==> src/rtl/display_scan_driver_pkg.sv <==
// Shared constants, converter state type and value clamp for the 4-digit scan driver.
package display_pkg;

  localparam int unsigned DIGITS     = 4;
  localparam int unsigned VALUE_W    = 14;
  localparam int unsigned VALUE_MAX  = 9999;
  localparam int unsigned BCD_W      = 16;
  localparam int unsigned ITERATIONS = 14;

  typedef enum logic [0:0] {IDLE, SHIFT} conv_state_e;

  function automatic logic [VALUE_W-1:0] clamp_value(logic [VALUE_W-1:0] v);
    return (v > VALUE_W'(VALUE_MAX)) ? VALUE_W'(VALUE_MAX) : v;
  endfunction

endpackage

==> src/rtl/display_scan_driver_if.sv <==
// Host-side request/status and Standard_7448-side outputs of the scan driver.
interface display_scan_driver_if;
  import display_pkg::*;

  logic [VALUE_W-1:0] value;
  logic               update;
  logic               lamp_test;
  logic               blank;
  logic               busy;
  logic [3:0]         data;
  logic               LT;
  logic               RBI;
  logic               BI;
  logic [DIGITS-1:0]  digit_sel;

  modport master (
    output value, update, lamp_test, blank,
    input  busy, data, LT, RBI, BI, digit_sel
  );

  modport slave (
    input  value, update, lamp_test, blank,
    output busy, data, LT, RBI, BI, digit_sel
  );

endinterface

==> src/rtl/display_scan_driver_bin2bcd_seq.sv <==
// Sequential double-dabble: one add-3/shift iteration per clock, 14 iterations per value.
module bin2bcd_seq
  import display_pkg::*;
(
  input  logic               clk,
  input  logic               rst_n,
  input  logic               start,
  input  logic [VALUE_W-1:0] bin,
  output logic               busy,
  output logic               done,
  output logic [BCD_W-1:0]   bcd
);

  conv_state_e        state_q, state_d;
  logic [3:0]         cnt_q, cnt_d;
  logic [VALUE_W-1:0] bin_q, bin_d;
  logic [BCD_W-1:0]   bcd_q, bcd_d;
  logic [BCD_W-1:0]   adj, bcd_shift;

  always_comb begin
    adj = bcd_q;
    for (int i = 0; i < BCD_W / 4; i++) begin
      if (bcd_q[4*i +: 4] >= 4'd5) adj[4*i +: 4] = bcd_q[4*i +: 4] + 4'd3;
    end
    bcd_shift = {adj[BCD_W-2:0], bin_q[VALUE_W-1]};
  end

  assign busy = (state_q == SHIFT);
  assign done = (state_q == SHIFT) && (cnt_q == 4'(ITERATIONS - 1));
  // Result of the final iteration, so the caller can latch it on the done edge.
  assign bcd  = bcd_shift;

  always_comb begin
    state_d = state_q;
    cnt_d   = cnt_q;
    bin_d   = bin_q;
    bcd_d   = bcd_q;
    case (state_q)
      IDLE: begin
        if (start) begin
          state_d = SHIFT;
          cnt_d   = '0;
          bin_d   = bin;
          bcd_d   = '0;
        end
      end
      SHIFT: begin
        bcd_d = bcd_shift;
        bin_d = {bin_q[VALUE_W-2:0], 1'b0};
        cnt_d = cnt_q + 4'd1;
        if (done) begin
          if (start) begin
            cnt_d = '0;
            bin_d = bin;
            bcd_d = '0;
          end else begin
            state_d = IDLE;
          end
        end
      end
      default: state_d = IDLE;
    endcase
  end

  always_ff @(posedge clk or negedge rst_n) begin
    if (!rst_n) begin
      state_q <= IDLE;
      cnt_q   <= '0;
      bin_q   <= '0;
      bcd_q   <= '0;
    end else begin
      state_q <= state_d;
      cnt_q   <= cnt_d;
      bin_q   <= bin_d;
      bcd_q   <= bcd_d;
    end
  end

endmodule

==> src/rtl/display_scan_driver.sv <==
// Captures a binary value, converts it to BCD and scans four digits into a Standard_7448
// decoder with leading-zero blanking, lamp test and blank.
module display_scan_driver
  import display_pkg::*;
#(
  parameter int unsigned SCAN_DIV = 50000
) (
  input logic                 clk,
  input logic                 rst_n,
  display_scan_driver_if.slave bus
);

  localparam int unsigned PW = (SCAN_DIV > 1) ? $clog2(SCAN_DIV) : 1;
  localparam int unsigned IW = $clog2(DIGITS);

  logic [VALUE_W-1:0] clamped, cap_q, cap_d, eng_bin;
  logic               pending_q, pending_d;
  logic [BCD_W-1:0]   disp_q, disp_d, eng_bcd;
  logic               eng_start, eng_busy, eng_done;
  logic [PW-1:0]      presc_q, presc_d;
  logic [IW-1:0]      idx_q, idx_d;
  logic [DIGITS-1:0]  sel_q, sel_d;
  logic [3:0]         data_q, data_d;
  logic               rbi_q, rbi_d, lt_q, bi_q;

  bin2bcd_seq u_bin2bcd (
    .clk   (clk),
    .rst_n (rst_n),
    .start (eng_start),
    .bin   (eng_bin),
    .busy  (eng_busy),
    .done  (eng_done),
    .bcd   (eng_bcd)
  );

  always_comb begin
    clamped = clamp_value(bus.value);
    // While busy, a restart happens only on the final iteration, taking the newest capture.
    eng_start = eng_busy ? (eng_done && (pending_q || bus.update)) : bus.update;
    eng_bin   = bus.update ? clamped : cap_q;
    cap_d     = bus.update ? clamped : cap_q;
    pending_d = eng_start ? 1'b0 : (bus.update ? 1'b1 : pending_q);
    disp_d    = eng_done ? eng_bcd : disp_q;
  end

  always_comb begin
    presc_d = presc_q + PW'(1);
    idx_d   = idx_q;
    if (presc_q == PW'(SCAN_DIV - 1)) begin
      presc_d = '0;
      idx_d   = idx_q + IW'(1);
    end
    sel_d  = DIGITS'(1) << idx_d;
    data_d = disp_q[4*idx_d +: 4];
    // Only the upper digits may blank, and only while every digit above them is zero.
    case (idx_d)
      IW'(3):  rbi_d = 1'b1;
      IW'(2):  rbi_d = (disp_q[15:12] == 4'd0);
      IW'(1):  rbi_d = (disp_q[15:8] == 8'd0);
      default: rbi_d = 1'b0;
    endcase
  end

  always_ff @(posedge clk or negedge rst_n) begin
    if (!rst_n) begin
      cap_q     <= '0;
      pending_q <= 1'b0;
      disp_q    <= '0;
      presc_q   <= '0;
      idx_q     <= '0;
      sel_q     <= DIGITS'(1);
      data_q    <= '0;
      rbi_q     <= 1'b0;
      lt_q      <= 1'b0;
      bi_q      <= 1'b0;
    end else begin
      cap_q     <= cap_d;
      pending_q <= pending_d;
      disp_q    <= disp_d;
      presc_q   <= presc_d;
      idx_q     <= idx_d;
      sel_q     <= sel_d;
      data_q    <= data_d;
      rbi_q     <= rbi_d;
      lt_q      <= bus.lamp_test;
      bi_q      <= bus.blank & ~bus.lamp_test;
    end
  end

  assign bus.busy      = eng_busy;
  assign bus.data      = data_q;
  assign bus.RBI       = rbi_q;
  assign bus.LT        = lt_q;
  assign bus.BI        = bi_q;
  assign bus.digit_sel = sel_q;

endmodule

==> src/flat_wrapper.sv <==
// flat-port wrapper written by rule: the top's interface ports become plain ports
module display_scan_driver_flat import display_pkg::*;
#(
  parameter int unsigned SCAN_DIV = 50000
)
  (clk, rst_n, bus_value, bus_update, bus_lamp_test, bus_blank, bus_busy, bus_data, bus_LT, bus_RBI, bus_BI, bus_digit_sel);
  display_scan_driver_if bus_i ();
  input logic clk;
  input logic rst_n;
  input wire logic [$bits(bus_i.value)-1:0] bus_value;
  input wire logic [$bits(bus_i.update)-1:0] bus_update;
  input wire logic [$bits(bus_i.lamp_test)-1:0] bus_lamp_test;
  input wire logic [$bits(bus_i.blank)-1:0] bus_blank;
  output wire logic [$bits(bus_i.busy)-1:0] bus_busy;
  output wire logic [$bits(bus_i.data)-1:0] bus_data;
  output wire logic [$bits(bus_i.LT)-1:0] bus_LT;
  output wire logic [$bits(bus_i.RBI)-1:0] bus_RBI;
  output wire logic [$bits(bus_i.BI)-1:0] bus_BI;
  output wire logic [$bits(bus_i.digit_sel)-1:0] bus_digit_sel;
  assign bus_i.value = bus_value;
  assign bus_i.update = bus_update;
  assign bus_i.lamp_test = bus_lamp_test;
  assign bus_i.blank = bus_blank;
  assign bus_busy = bus_i.busy;
  assign bus_data = bus_i.data;
  assign bus_LT = bus_i.LT;
  assign bus_RBI = bus_i.RBI;
  assign bus_BI = bus_i.BI;
  assign bus_digit_sel = bus_i.digit_sel;
  display_scan_driver #(.SCAN_DIV(SCAN_DIV)) u_core (.clk(clk), .rst_n(rst_n), .bus(bus_i));
endmodule
==> config.mk <==
export PLATFORM = sky130hd
export DESIGN_NAME = display_scan_driver_flat
export DESIGN_NICKNAME = d
export VERILOG_FILES = /design/src/rtl/display_scan_driver_pkg.sv /design/src/rtl/display_scan_driver_if.sv /design/src/rtl/display_scan_driver_bin2bcd_seq.sv /design/src/rtl/display_scan_driver.sv /design/src/flat_wrapper.sv
export SDC_FILE = /design/constraint.sdc
export NUM_CORES = 1
export LEC_CHECK = 0
export ABC_AREA = 1
export BUFFER_PORTS_ARGS = -buffer_cell sky130_fd_sc_hd__buf_2
export CAP_MARGIN = 20
export CORE_MARGIN = 3
export CORE_UTILIZATION = 30
export CTS_BUF_LIST = sky130_fd_sc_hd__clkbuf_16
export CTS_CLUSTER_DIAMETER = 150
export CTS_CLUSTER_SIZE = 12
export DETAILED_ROUTE_END_ITERATION = 16
export PLACE_DENSITY = 0.5
export SLEW_MARGIN = 20
export SYNTH_ARGS = -nofsm -noshare
export SYNTH_HDL_FRONTEND = slang
export SYNTH_HIERARCHICAL = 1
export SYNTH_SLANG_ARGS = --single-unit
==> constraint.sdc <==
create_clock -name clk -period 3.1 [get_ports clk]
set_clock_uncertainty 0.1 [all_clocks]
set_input_delay 0.31 -clock clk [delete_from_list [all_inputs] [get_ports clk]]
set_output_delay 0.31 -clock clk [all_outputs]
set_load 0.02 [all_outputs]
==> impl_metrics.ini <==
[logic_synthesis]
count_of_flip_flops_with_a_built_in_enable_after_synthesis = 0
syn-cell-area_mm2 = 0.004713
synth-seq-cells = 95
netlist-cell-type-count = 38
synthesis.instances = 544
syn_avg_cell_area_um2 = 8.664
syn_nets = 574
share_of_async_settable_or_async_resettable_flops_after_synthesis_pct = 100.0
synth_sequential_area_ratio_pct = 50.46
yosysWarnings = 6
postSynth.topFlopCell = dfrtp_1

[floorplanning]
floorplan.die.height_um = 131.3
placement_rows = 45
floorplan.io_pins = 31
floorplan.die_area_mm2 = 0.01725
floorplan.die.width_um = 131.3
core_area_mm2 = 0.01531
start_util_pct = 30.78

[sta]
period_minus_slack_ps = 2416
fmax_mhz = 413.9
timing_worst_slew_pin_value_ps = 950.7
slew-limit-headroom_pct = 36.62
drv_slew = 0
rsz0062_at_grt = no
setup_viol_count_final = 0
tns_ps = 0
fin_crit_sh_pct = 77.93
timing_hold_violations_final = 0
final.setup.worst_slack_ps = 684.1

[final_layout]
flip_flop_and_latch_area_mm2 = 0.002379
multiInputGateArea_mm2 = 0.002026
layout.cells.non_filler = 793
number_of_diodes_added_for_antenna_fixing = 0
layout.cell_area.non_filler_mm2 = 0.005358
area_growth_syn_to_layout_pct = 13.67
n_fill_cell = 1618
finalNetCount = 608
share_of_post_route_cells_with_drive_strength_above_1_pct = 14.95

[global_route]
number_of_antenna_violations_at_the_first_check_in_global_routing = 0
grt_max_degree = 75
grt_overflow = 0
vias_in_the_first_global_route = 3479
grtUsageTotal_pct = 11.46
wire_length_of_the_first_global_routing_pass_um = 16450

[route]
via_per_inst = 4.594
drt_iter0_drc = 222
via_count = 3643
drt_first_pass_iters = 4
wirelength_um = 9553
drtAntennaViolNets = 0
routed_wire_length_per_instance_um = 12.05
drc = 0

[clock_tree]
tritoncts_num_sinks = 95
clock_path_buffers = 2
cts-htree-levels = 3
cts_root_buffer = clkbuf_16
cts_tree = yes
numCtsBuffers = 9
clk_pin_slew_worst_paths_ps = 70
clk-insertion-delay-late_ps = 340
post-cts-setup-buffer-count = 0

[placed_design]
post-place-cells = 777
postPlaceCellArea_mm2 = 0.005091
gp_congestion = 0.8075
place.detailed.hpwl_um = 6578
io_buffer_count = 30
pre_cts_ws_ps = 704.9

[power]
p_sw_share_pct = 37.93
sequential_share_of_power_pct = 41.4
combinational_share_of_power_pct = 36.7
share_clk_of_total_power_pct = 21.9
vdd.ir_drop.worst_v = 0.0003964
power.internal_mw = 2.765
power.net_switching_mw = 1.690
power_density_relative_to_cell_area_mw_per_mm2 = 831.5
leakage_nw = 2.693

[worst_setup_path]
startpoint_type = flip-flop
worst_ep_arrival_time_ps = 2590
timing.reg2reg.worst_path_depth = 10
crit_required_ps = 3280
path_class = flip-flop to flip-flop
crit_path_end_kind = flip-flop
critical_path_peak_fanout = 22

[flow_run]
max-cap-violations = 0

[hold_path]
holdCritPathClass = input port to async pin

[status]
status = finished clean
[state kept, by name (all words and copies together) (netlist names)]
name and cells:
u_core/bus.LT 1, u_core/pending_q 1, u_core/bus.BI 1, u_core/cap_q 14, u_core/u_bin2bcd/busy 1, u_core/disp_q 16, u_core/bus.digit_sel 4, u_core/u_bin2bcd/bcd_q 16
u_core/presc_q 16, u_core/bus.data 4, u_core/bus.RBI 1, u_core/u_bin2bcd/bin_q 14, u_core/u_bin2bcd/cnt_q 4, u_core/idx_q 2
[stage by stage]
stage                     util [%]  hold WS [ps]  total power [mW]
after floorplan                  -        -85.59             3.101
after global placement       33.24         331.3             3.463
after detailed placement     33.24         336.4             3.506
after CTS                    34.98         50.22             4.516
after global routing         34.98         72.45             4.835
final                        34.98         5.974             4.455
[cell usage after synthesis (5+ instances only)]
library cell / n / share of area, %
a21oi_1: 12 / 1.3
and2_1: 8 / 1.1
clkbuf_1: 7 / 0.56
dfrtp_1: 94 / 50
ha_1: 11 / 2.9
inv_1: 53 / 4.2
mux2_2: 12 / 2.9
nand2_1: 130 / 10
nand2_4: 5 / 1.2
nand3_1: 86 / 9.1
nand4_1: 13 / 1.7
nor2_1: 39 / 3.1
nor2_2: 5 / 0.66
o21ai_0: 17 / 1.8
o22ai_1: 5 / 0.66
xor2_1: 9 / 1.7
[power groups by stage]
| stage | sequential [mW] | clock (mW) | combinational [mW] |
|---|---|---|---|
| after floorplan | 1.86 | 0 | 1.25 |
| after global placement | 1.86 | 0 | 1.60 |
| after detailed placement | 1.87 | 0 | 1.64 |
| after CTS | 1.84 | 1.02 | 1.65 |
| after global routing | 1.89 | 1.07 | 1.88 |
| final | 1.84 | 0.977 | 1.63 |
[area by class of cell]
type | count | area share [%]
Sequential cell | 95 | 44.40
Inverter | 59 | 4.204
Multi-Input combinational cell | 376 | 37.81
Tap cell | 211 | 4.928
Clock buffer | 9 | 4.204
Timing Repair Buffer | 37 | 3.877
Clock inverter | 6 | 0.5838
[worst max-delay path, stage by stage, from the launching register on]
cell      delay (ps)
dfrtp_1          400
inv_1             80
ha_1             180
nand3_1          100
nor2_1           160
o211ai_1         110
o21ai_1          130
nand4_2          350
nand2_2          490
nand3_1          150
nand3_1          100
[cells in the final DEF (no fill, tap or decap), types with 12 or more instances in the layout]
master   count
nand4_1     13
nor2_1      39
nand3_1     86
inv_1       55
buf_2       29
o21ai_0     16
nand2_1    130
a21oi_1     12
mux2_2      12
dfrtp_1     94
[timing repair]
action,CTS,global route
gates resized for setup,0,0
endpoints found under the hold margin,1,0
hold buffers,1,0
[final timing paths]
| kind | end | slack (ps) | from |
|---|---|---|---|
| max | u_core/u_bin2bcd/bin_q[13]$_DFFE_PN0P_ | 680 | u_core/u_bin2bcd/cnt_q[1]$_DFFE_PN0P_ |
| min | u_core/presc_q[8]$_DFF_PN0_ | 6 | rst_n |
| max reg2reg | u_core/u_bin2bcd/bin_q[13]$_DFFE_PN0P_ | 680 | u_core/u_bin2bcd/cnt_q[1]$_DFFE_PN0P_ |
| min reg2reg | u_core/presc_q[0]$_DFF_PN0_ | 350 | u_core/presc_q[0]$_DFF_PN0_ |
| max in group asynchronous | u_core/bus.digit_sel[0]$_DFF_PN1_ | 2110 | rst_n |
| min in group clk | u_core/bus.BI$_DFF_PN0_ | 70 | bus_blank |
[per-layer routing]
layer | GRT usage, % | routed length [um]
met1 | 14.87 | 4635
met4 | 2.684 | 78
met3 | 4.058 | 520
met5 | 0 | 0
met2 | 18.46 | 4318
[cells by family after synthesis]
group                      Yosys count  share of synthesized area (%)
and+or+nand+nor                    299                          29.86
DFF                                 95                          50.46
buffers and inverters               73                          6.557
AOI/OAI and AO/OA                   42                          5.097
xor gates and xnor gates            12                          2.230
muxes                               12                          2.867
adders and majority gates           11                          2.920
Note: power is estimated with default switching activity, not from simulation.
